**src/rtl/dispatch_fifo.sv**
```systemverilog
// rtl/dispatch_fifo.sv - two-lane in / two-lane out decoded-instruction dispatch FIFO (optional DISPATCH_FIFO_PERF_EN full-stall counter)
module dispatch_fifo #(
  parameter int DATA_WIDTH = 64,
  parameter int DEPTH      = 8,
  parameter int REQ_MARGIN = 3
) (
  input  logic                         clk,
  input  logic                         rst,
  input  logic                         flush,
  input  logic [1:0]                   enqueue_en,
  input  logic [DATA_WIDTH-1:0]        enqueue_data1,
  input  logic [DATA_WIDTH-1:0]        enqueue_data2,
  output logic [1:0]                   enqueue_ack,
  input  logic [1:0]                   invalid_en,
  output logic [DATA_WIDTH-1:0]        dequeue_data1,
  output logic [DATA_WIDTH-1:0]        dequeue_data2,
  output logic [1:0]                   dequeue_valid,
  output logic [$clog2(DEPTH):0]       count,
  output logic                         full,
  output logic                         empty,
  output logic                         get_data_req,
  output logic [31:0]                  perf_full_cycles
);

  localparam int AW = $clog2(DEPTH);
  localparam int CW = AW + 1;
  localparam logic [CW-1:0] DEPTH_C  = CW'(DEPTH);
  localparam logic [CW-1:0] MARGIN_C = CW'(REQ_MARGIN);

  logic [DATA_WIDTH-1:0] mem [DEPTH];
  logic [AW-1:0]         head;
  logic [AW-1:0]         tail;
  logic [CW-1:0]         count_q;
  logic [CW-1:0]         free;
  logic [1:0]            ack;
  logic [1:0]            acc_cnt;
  logic [1:0]            pop_req;
  logic [1:0]            pop_cnt;
  logic                  wr0_en;
  logic                  wr1_en;
  logic [DATA_WIDTH-1:0] wr0_data;
  logic [AW-1:0]         head_p1;
  logic [AW-1:0]         tail_p1;

  // Free space comes from the registered count only; pops this cycle never make room.
  assign free    = DEPTH_C - count_q;
  assign head_p1 = head + AW'(1);
  assign tail_p1 = tail + AW'(1);

  // Grant lanes oldest-first within the free space; nothing is accepted during flush or reset.
  always_comb begin
    ack = 2'b00;
    if (!rst && !flush) begin
      if (enqueue_en[0]) begin
        ack[0] = (free >= CW'(1));
        ack[1] = enqueue_en[1] && (free >= CW'(2));
      end else begin
        ack[1] = enqueue_en[1] && (free >= CW'(1));
      end
    end
  end

  assign enqueue_ack = ack;
  assign acc_cnt     = {1'b0, ack[0]} + {1'b0, ack[1]};
  assign pop_req     = {1'b0, invalid_en[0]} + {1'b0, invalid_en[1]};
  assign pop_cnt     = (count_q < CW'(pop_req)) ? count_q[1:0] : pop_req;

  // Compaction: the first accepted lane lands at tail, the second (if any) at tail+1.
  assign wr0_en   = |ack;
  assign wr1_en   = &ack;
  assign wr0_data = ack[0] ? enqueue_data1 : enqueue_data2;

  // Storage array is not reset; slots outside the valid window are masked on read.
  always_ff @(posedge clk) begin
    if (wr0_en) mem[tail] <= wr0_data;
    if (wr1_en) mem[tail_p1] <= enqueue_data2;
  end

  // Pointer and occupancy update; flush wins over any enqueue or pop.
  always_ff @(posedge clk or posedge rst) begin
    if (rst) begin
      head    <= '0;
      tail    <= '0;
      count_q <= '0;
    end else if (flush) begin
      head    <= '0;
      tail    <= '0;
      count_q <= '0;
    end else begin
      head    <= head + AW'(pop_cnt);
      tail    <= tail + AW'(acc_cnt);
      count_q <= count_q + CW'(acc_cnt) - CW'(pop_cnt);
    end
  end

  assign count            = count_q;
  assign empty            = (count_q == '0);
  assign full             = (count_q == DEPTH_C);
  assign get_data_req     = (free >= MARGIN_C) && !flush;
  assign dequeue_valid[0] = (count_q >= CW'(1));
  assign dequeue_valid[1] = (count_q >= CW'(2));
  assign dequeue_data1    = dequeue_valid[0] ? mem[head]    : '0;
  assign dequeue_data2    = dequeue_valid[1] ? mem[head_p1] : '0;

`ifdef DISPATCH_FIFO_PERF_EN
  logic [31:0] perf_q;

  // Count cycles where the front end wants to write but the queue is full; survives flush.
  always_ff @(posedge clk or posedge rst) begin
    if (rst) begin
      perf_q <= '0;
    end else if (full && (enqueue_en != 2'b00) && (perf_q != 32'hFFFF_FFFF)) begin
      perf_q <= perf_q + 32'd1;
    end
  end

  assign perf_full_cycles = perf_q;
`else
  assign perf_full_cycles = 32'd0;
`endif

endmodule

```
**config.mk**
```make
export PLATFORM = sky130hd
export DESIGN_NAME = dispatch_fifo
export DESIGN_NICKNAME = d
export VERILOG_FILES = /design/src/rtl/dispatch_fifo.sv
export SDC_FILE = /design/constraint.sdc
export NUM_CORES = 1
export LEC_CHECK = 0
export ABC_AREA = 1
export CAP_MARGIN = 25
export CELL_PAD_IN_SITES_DETAIL_PLACEMENT = 1
export CELL_PAD_IN_SITES_GLOBAL_PLACEMENT = 1
export CORE_UTILIZATION = 47
export CTS_BUF_LIST = sky130_fd_sc_hd__clkbuf_16
export DETAILED_ROUTE_END_ITERATION = 16
export MAX_ROUTING_LAYER = met4
export PLACE_DENSITY_LB_ADDON = 0.1
export SYNTH_ARGS = -nofsm -noshare
export SYNTH_HDL_FRONTEND = slang
export SYNTH_SLANG_ARGS = --single-unit
```
**constraint.sdc**
```tcl
create_clock -name clk -period 18.35 [get_ports clk]
set_input_delay 3.67 -clock clk [delete_from_list [all_inputs] [get_ports clk]]
set_output_delay 3.67 -clock clk [all_outputs]
set_load 0.01 [all_outputs]
```
* Word-level counts from Yosys, hierarchy flattened
Memory sizes are Yosys's and may differ from the RTL's. Cells that the tools add are included.
Word-level totals: register bits 10, memory bits (writable) 512, input bits 135, output and inout bits 171, logic and storage cells 43, memories 1
Operators by class: $add $sub $neg 9, order comparisons 6, eq/ne operators 1, mux-type cells 14, reduce and logical (&&, ||, !) cells 9
Memories:
- mem | depth 8, width 64, read ports 2, clocked after memory_dff 0, wr ports 2, RTL line 30 | logic [DATA_WIDTH-1:0] mem [DEPTH];
Operator list (number):
- $mux 64 | 3
- $ge 4x2->1 const B | 3
- $ge 4x1->1 const B | 2
- $add 3x1->3 const B | 2
- $add 3x2->3 | 2
- $mux 1 | 6
- $mux 3 | 2
- $add 1x1->2 | 2
- $add 4x2->4 | 1
- $eq 4x4->1 const B | 1
- $logic_and 1x1->1 | 4
- $logic_not 4->1 | 1
- $lt 4x2->1 | 1
- $mux 2 | 2
- $mux 4 | 1
- $sub 4x2->4 | 1
- $sub 4x4->4 const A | 1
- $logic_not 1->1 | 2
- $reduce_and 2->1 | 1
- $reduce_or 2->1 | 1

* Depth between registers and ports, before layout
word-level depth 9, mapped depth 17, gate-level depth less buffers 16

* Worst setup path before layout
OpenSTA, ideal clock, no wires.
kind input to register, start input port rst, end memory mem[4][0] (enable), setup time 574 ps, data arrival time 9394 ps, required time 17776 ps, path slack 8382 ps, stages on the path 8, buffers on the path 1, cells stage by stage inv_1 > nand2_2 > nor2_4 > nand2_2 > buf_2 > ha_1 > or2_2 > o21ai_0
RTL lines:
- start, declared | RTL line 8 | input logic rst,
- end, declared | RTL line 30

* Worst setup path in the final report
start input port rst, end output port enqueue_ack[0]
Between the ends: word-level cells in the longest chain between the ends 3
RTL lines:
- $logic_not 1->1 (no line)
- $logic_and 1x1->1 | RTL line 53 | if (!rst && !flush) begin
- $mux 2 | RTL line 53
- end, declared | RTL line 13 | output logic [1:0] enqueue_ack,
Every way passes these cells.

==> impl_metrics.xml <==
<?xml version="1.0" encoding="UTF-8"?>
<metrics>
  <group name="outcome">
    <metric name="status" unit="">completed</metric>
  </group>
  <group name="placement">
    <metric name="placedInstanceArea" unit="um2">37740</metric>
    <metric name="finalWeightedCongestion" unit="">0.8364</metric>
    <metric name="detailedPlacementHpwl" unit="um">79070</metric>
    <metric name="place.port_buffers" unit="">273</metric>
  </group>
  <group name="sta">
    <metric name="achievable-frequency" unit="MHz">104.2</metric>
    <metric name="max_slew_headroom_at_the_worst_pin" unit="%">24.24</metric>
    <metric name="finalSetupTns" unit="ns">0</metric>
    <metric name="fin_crit" unit="ns">9.593</metric>
    <metric name="report.final.setup_viol" unit="">0</metric>
    <metric name="finalHoldViolCount" unit="">0</metric>
    <metric name="grt_setup_unrepaired" unit="">false</metric>
    <metric name="skew" unit="ns">0.02418</metric>
    <metric name="portion_of_the_clock_cycle_consumed_by_the_worst_path_in_the_final_layout" unit="%">52.28</metric>
    <metric name="finalHoldWorstSlack" unit="ns">0.7093</metric>
    <metric name="maxSlewViolCount" unit="">0</metric>
    <metric name="max_slew.worst_pin.slew" unit="ns">1.136</metric>
  </group>
  <group name="setup_path">
    <metric name="crit_required" unit="ns">14.68</metric>
    <metric name="worst_r2r_end" unit="">mem[6][0]</metric>
    <metric name="critPathMaxFanout" unit="">19</metric>
    <metric name="critPathLaunchType" unit="">input pin</metric>
    <metric name="worst_setup_path_type" unit="">in -&gt; out</metric>
    <metric name="worstSetupEndpointType" unit="">primary output</metric>
    <metric name="timing.critical_path.arrival" unit="ns">5.92</metric>
    <metric name="worst-r2r-cell-count" unit="">16</metric>
    <metric name="setup.reg_to_reg.worst_slack" unit="ns">12.89</metric>
    <metric name="r2r-start" unit="">count[1]</metric>
  </group>
  <group name="global_routing">
    <metric name="grt_pass1_wl" unit="um">218500</metric>
    <metric name="grt_antenna_before_repair" unit="">2</metric>
    <metric name="grt_max_degree" unit="">233</metric>
    <metric name="gr-usage-met1" unit="%">47.62</metric>
    <metric name="globalRoute.busiestLayer" unit="">met2</metric>
    <metric name="global_route.usage.total" unit="%">38.64</metric>
    <metric name="grt_remaining_overflow" unit="">0</metric>
    <metric name="use_met3" unit="%">4.725</metric>
    <metric name="first_global_vias" unit="">35540</metric>
    <metric name="grt.met2_usage" unit="%">63.96</metric>
  </group>
  <group name="die">
    <metric name="dieHeight" unit="um">276.8</metric>
    <metric name="start_util" unit="%">47.58</metric>
    <metric name="core_region_area" unit="um2">74570</metric>
    <metric name="design.die.area" unit="um2">76600</metric>
    <metric name="fp-row-count" unit="">100</metric>
    <metric name="die_outline_width" unit="um">276.8</metric>
    <metric name="io-pin-count" unit="">306</metric>
  </group>
  <group name="worst_hold_path">
    <metric name="hp-start" unit="">tail[2]</metric>
    <metric name="hold_path_end" unit="">tail[2]</metric>
    <metric name="worst_hold_path_cell_count" unit="">2</metric>
    <metric name="timing.hold.worst.class" unit="">reg -&gt; reg</metric>
  </group>
  <group name="synthesis">
    <metric name="synth_ff_type" unit="">sky130_fd_sc_hd__edfxtp_1</metric>
    <metric name="yosysWarnings" unit="">0</metric>
    <metric name="synth_seq_area_share" unit="%">44.04</metric>
    <metric name="synth_seq_cells" unit="">522</metric>
    <metric name="distinct_cell_type_count_of_the_synthesized_netlist" unit="">35</metric>
    <metric name="synthesis.area" unit="um2">35480</metric>
    <metric name="synth_edf_count" unit="">512</metric>
    <metric name="synth_instances" unit="">4813</metric>
    <metric name="synth_async_sr_flop_share" unit="%">1.916</metric>
    <metric name="syn-mean-instance-area" unit="um2">7.372</metric>
  </group>
  <group name="clocking">
    <metric name="clock_latency" unit="ns">0.65</metric>
    <metric name="cts_inserted_buffers" unit="">60</metric>
    <metric name="clock_tree.htree_level_count" unit="">2</metric>
    <metric name="ctsRootBufferMaster" unit="">sky130_fd_sc_hd__clkbuf_16</metric>
    <metric name="cts_hold_repair.buffers" unit="">0</metric>
    <metric name="cts_tree" unit="">yes</metric>
    <metric name="clock_pin_slew_reported_for_the_worst_setup_and_hold_paths_after_clock_tree_synthesis" unit="ns">0.06</metric>
    <metric name="ctsLongestPathBuffers" unit="">3</metric>
    <metric name="clock_sinks" unit="">522</metric>
    <metric name="ctsResizeCount" unit="">0</metric>
    <metric name="cts.repair_timing.setup_buffer_count" unit="">0</metric>
  </group>
  <group name="pwr">
    <metric name="internal-power" unit="uW">3335</metric>
    <metric name="power_frac_clock" unit="%">19.3</metric>
    <metric name="vdd_ir_drop_max" unit="mV">0.1444</metric>
    <metric name="post-layout-total-power" unit="uW">6247</metric>
    <metric name="p_switching" unit="uW">2912</metric>
    <metric name="power.leakage" unit="uW">0.01691</metric>
    <metric name="pwr-share-comb" unit="%">57.1</metric>
    <metric name="netSwitchingFraction" unit="%">46.62</metric>
    <metric name="power_per_cell_area" unit="nW/um2">157.2</metric>
    <metric name="p_seq_share" unit="%">23.6</metric>
  </group>
  <group name="detailed_routing">
    <metric name="drt_wirelength" unit="um">146700</metric>
    <metric name="ant_nets" unit="">0</metric>
    <metric name="count_of_unresolved_drc_violations_after_routing" unit="">0</metric>
    <metric name="detail_route.vias_per_cell" unit="">6.094</metric>
    <metric name="dr.pass1.iters" unit="">5</metric>
    <metric name="detailedRoute.firstIterationViolations" unit="">3375</metric>
    <metric name="via_count" unit="">35490</metric>
    <metric name="wl_per_cell" unit="um">25.19</metric>
  </group>
  <group name="cells_and_area">
    <metric name="fillCellCount" unit="">9329</metric>
    <metric name="area_delta_synth_final" unit="%">11.98</metric>
    <metric name="layout-drive-gt1-share" unit="%">5.811</metric>
    <metric name="final_cell_area" unit="um2">39730</metric>
    <metric name="final_net_count" unit="">4964</metric>
  </group>
  <group name="run">
    <metric name="maxCapViolations" unit="">0</metric>
  </group>
</metrics>
==> area by class of cell <==
type,count,area [um2],area share (%)
timing repair buffer,331,3241,8.156
multi-input combinational,3656,16820,42.33
inverter,234,915.9,2.305
clock inverter,49,376.6,0.9479
clock buffer,61,1526,3.842
antenna,2,5.005,0.01260
sequential,522,15640,39.36
tap,969,1212,3.052
==> cells in the final DEF, fill, tap and decap left out, types with 28 or more instances in the layout <==
cell / count
sky130_fd_sc_hd__o21ai_0: 442
sky130_fd_sc_hd__edfxtp_1: 512
sky130_fd_sc_hd__conb_1: 32
sky130_fd_sc_hd__a31oi_1: 64
sky130_fd_sc_hd__buf_4: 54
sky130_fd_sc_hd__o21ai_1: 74
sky130_fd_sc_hd__inv_1: 240
sky130_fd_sc_hd__clkdlybuf4s50_1: 273
sky130_fd_sc_hd__nand3_2: 40
sky130_fd_sc_hd__nand3_1: 646
sky130_fd_sc_hd__a21oi_1: 195
sky130_fd_sc_hd__nand2_4: 28
sky130_fd_sc_hd__nand2_1: 1516
sky130_fd_sc_hd__nor2_1: 524
sky130_fd_sc_hd__clkbuf_16: 61
==> per-stage QoR <==
| step | cells | util [%] | worst slack, ns |
|---|---|---|---|
| after floorplan | 4844 | - | 8.382 |
| after global placement | 5709 | 50.61 | 8.727 |
| after detailed placement | 5709 | 50.61 | 8.724 |
| after CTS | 5819 | 53.16 | 8.714 |
| after global routing | 5824 | 53.28 | 8.594 |
| final | 5824 | 53.28 | 8.757 |
==> Yosys cell counts (2+ instances only) <==
cell type / number / area, um2
sky130_fd_sc_hd__nand2_1: 1516 / 5690
sky130_fd_sc_hd__nand3_1: 646 / 3233
sky130_fd_sc_hd__nor2_1: 524 / 1967
sky130_fd_sc_hd__edfxtp_1: 512 / 15370
sky130_fd_sc_hd__o21ai_0: 450 / 2252
sky130_fd_sc_hd__inv_1: 220 / 825.8
sky130_fd_sc_hd__a21oi_1: 195 / 975.9
sky130_fd_sc_hd__clkbuf_1: 174 / 653.1
sky130_fd_sc_hd__buf_2: 114 / 570.6
sky130_fd_sc_hd__buf_4: 74 / 555.5
sky130_fd_sc_hd__o21ai_1: 74 / 370.4
sky130_fd_sc_hd__a31oi_1: 64 / 400.4
sky130_fd_sc_hd__buf_6: 51 / 574.3
sky130_fd_sc_hd__nand3_2: 41 / 410.4
sky130_fd_sc_hd__nand2_2: 31 / 193.9
sky130_fd_sc_hd__ha_1: 20 / 250.2
sky130_fd_sc_hd__nand3_4: 20 / 350.3
sky130_fd_sc_hd__nand2_4: 19 / 214.0
sky130_fd_sc_hd__buf_1: 17 / 63.81
sky130_fd_sc_hd__inv_2: 13 / 48.80
sky130_fd_sc_hd__dfrtp_1: 10 / 250.2
sky130_fd_sc_hd__nor2_2: 6 / 37.54
sky130_fd_sc_hd__fa_1: 4 / 80.08
sky130_fd_sc_hd__xor2_1: 4 / 35.03
sky130_fd_sc_hd__clkbuf_4: 2 / 15.01
sky130_fd_sc_hd__nand4_1: 2 / 12.51
sky130_fd_sc_hd__or2_2: 2 / 12.51
==> worst max-delay path by stage <==
| stage | startpoint | end | slack (ns) | cells after the start |
|---|---|---|---|---|
| floorplan | rst | mem[4][0] | 8.38 | 8 |
| global placement | rst | enqueue_ack[0] | 8.73 | 8 |
| detailed placement | rst | enqueue_ack[0] | 8.72 | 8 |
| CTS | rst | enqueue_ack[0] | 8.71 | 8 |
| global route | rst | enqueue_ack[0] | 8.59 | 8 |
| finish | rst | enqueue_ack[0] | 8.76 | 8 |
==> kinds of logic (layout without fill, tap and decap cells) <==
kind of cell | Yosys count | after routing | synth area share, %
buf+inv | 666 | 675 | 9.338
other cells | 1 | 34 | 0.01057
simple gates | 2811 | 2811 | 34.25
fa+ha+maj | 24 | 24 | 0.9310
flops | 522 | 522 | 44.04
xor+xnor | 5 | 5 | 0.1446
compound gates | 784 | 784 | 11.29
==> flip-flops by register name, indices dropped and copies added (netlist names) <==
signal	cells
count	4
head	3
mem	512
tail	3
==> critical path, stage by stage <==
cell	delay (ns)
sky130_fd_sc_hd__clkdlybuf4s50_1	0.39
sky130_fd_sc_hd__inv_1	0.34
sky130_fd_sc_hd__nand2_2	0.13
sky130_fd_sc_hd__nor2_4	0.10
sky130_fd_sc_hd__buf_4	0.54
sky130_fd_sc_hd__nand2_4	0.09
sky130_fd_sc_hd__inv_1	0.10
sky130_fd_sc_hd__clkdlybuf4s50_1	0.55
==> routing by layer <==
metal  routed length [um]  part of all wire [%]  vias to the layer above
li1                     -                     -                    15925
met2                70530                    48                     1708
met3                12320                   8.4                      440
met1                57100                    39                    17417
met4                 6778                   4.6                        0
met5                    0                     0                        -
==> power by group through the flow <==
stage	sequential [uW]	combinational (uW)	clock (uW)
final	1470	3570	1210
after global routing	1480	3810	1240
after CTS	1470	3500	1210
after detailed placement	1500	3480	0
after global placement	1500	3420	0
after floorplan	1450	2030	0
Note: power is estimated with default switching activity, not from simulation.
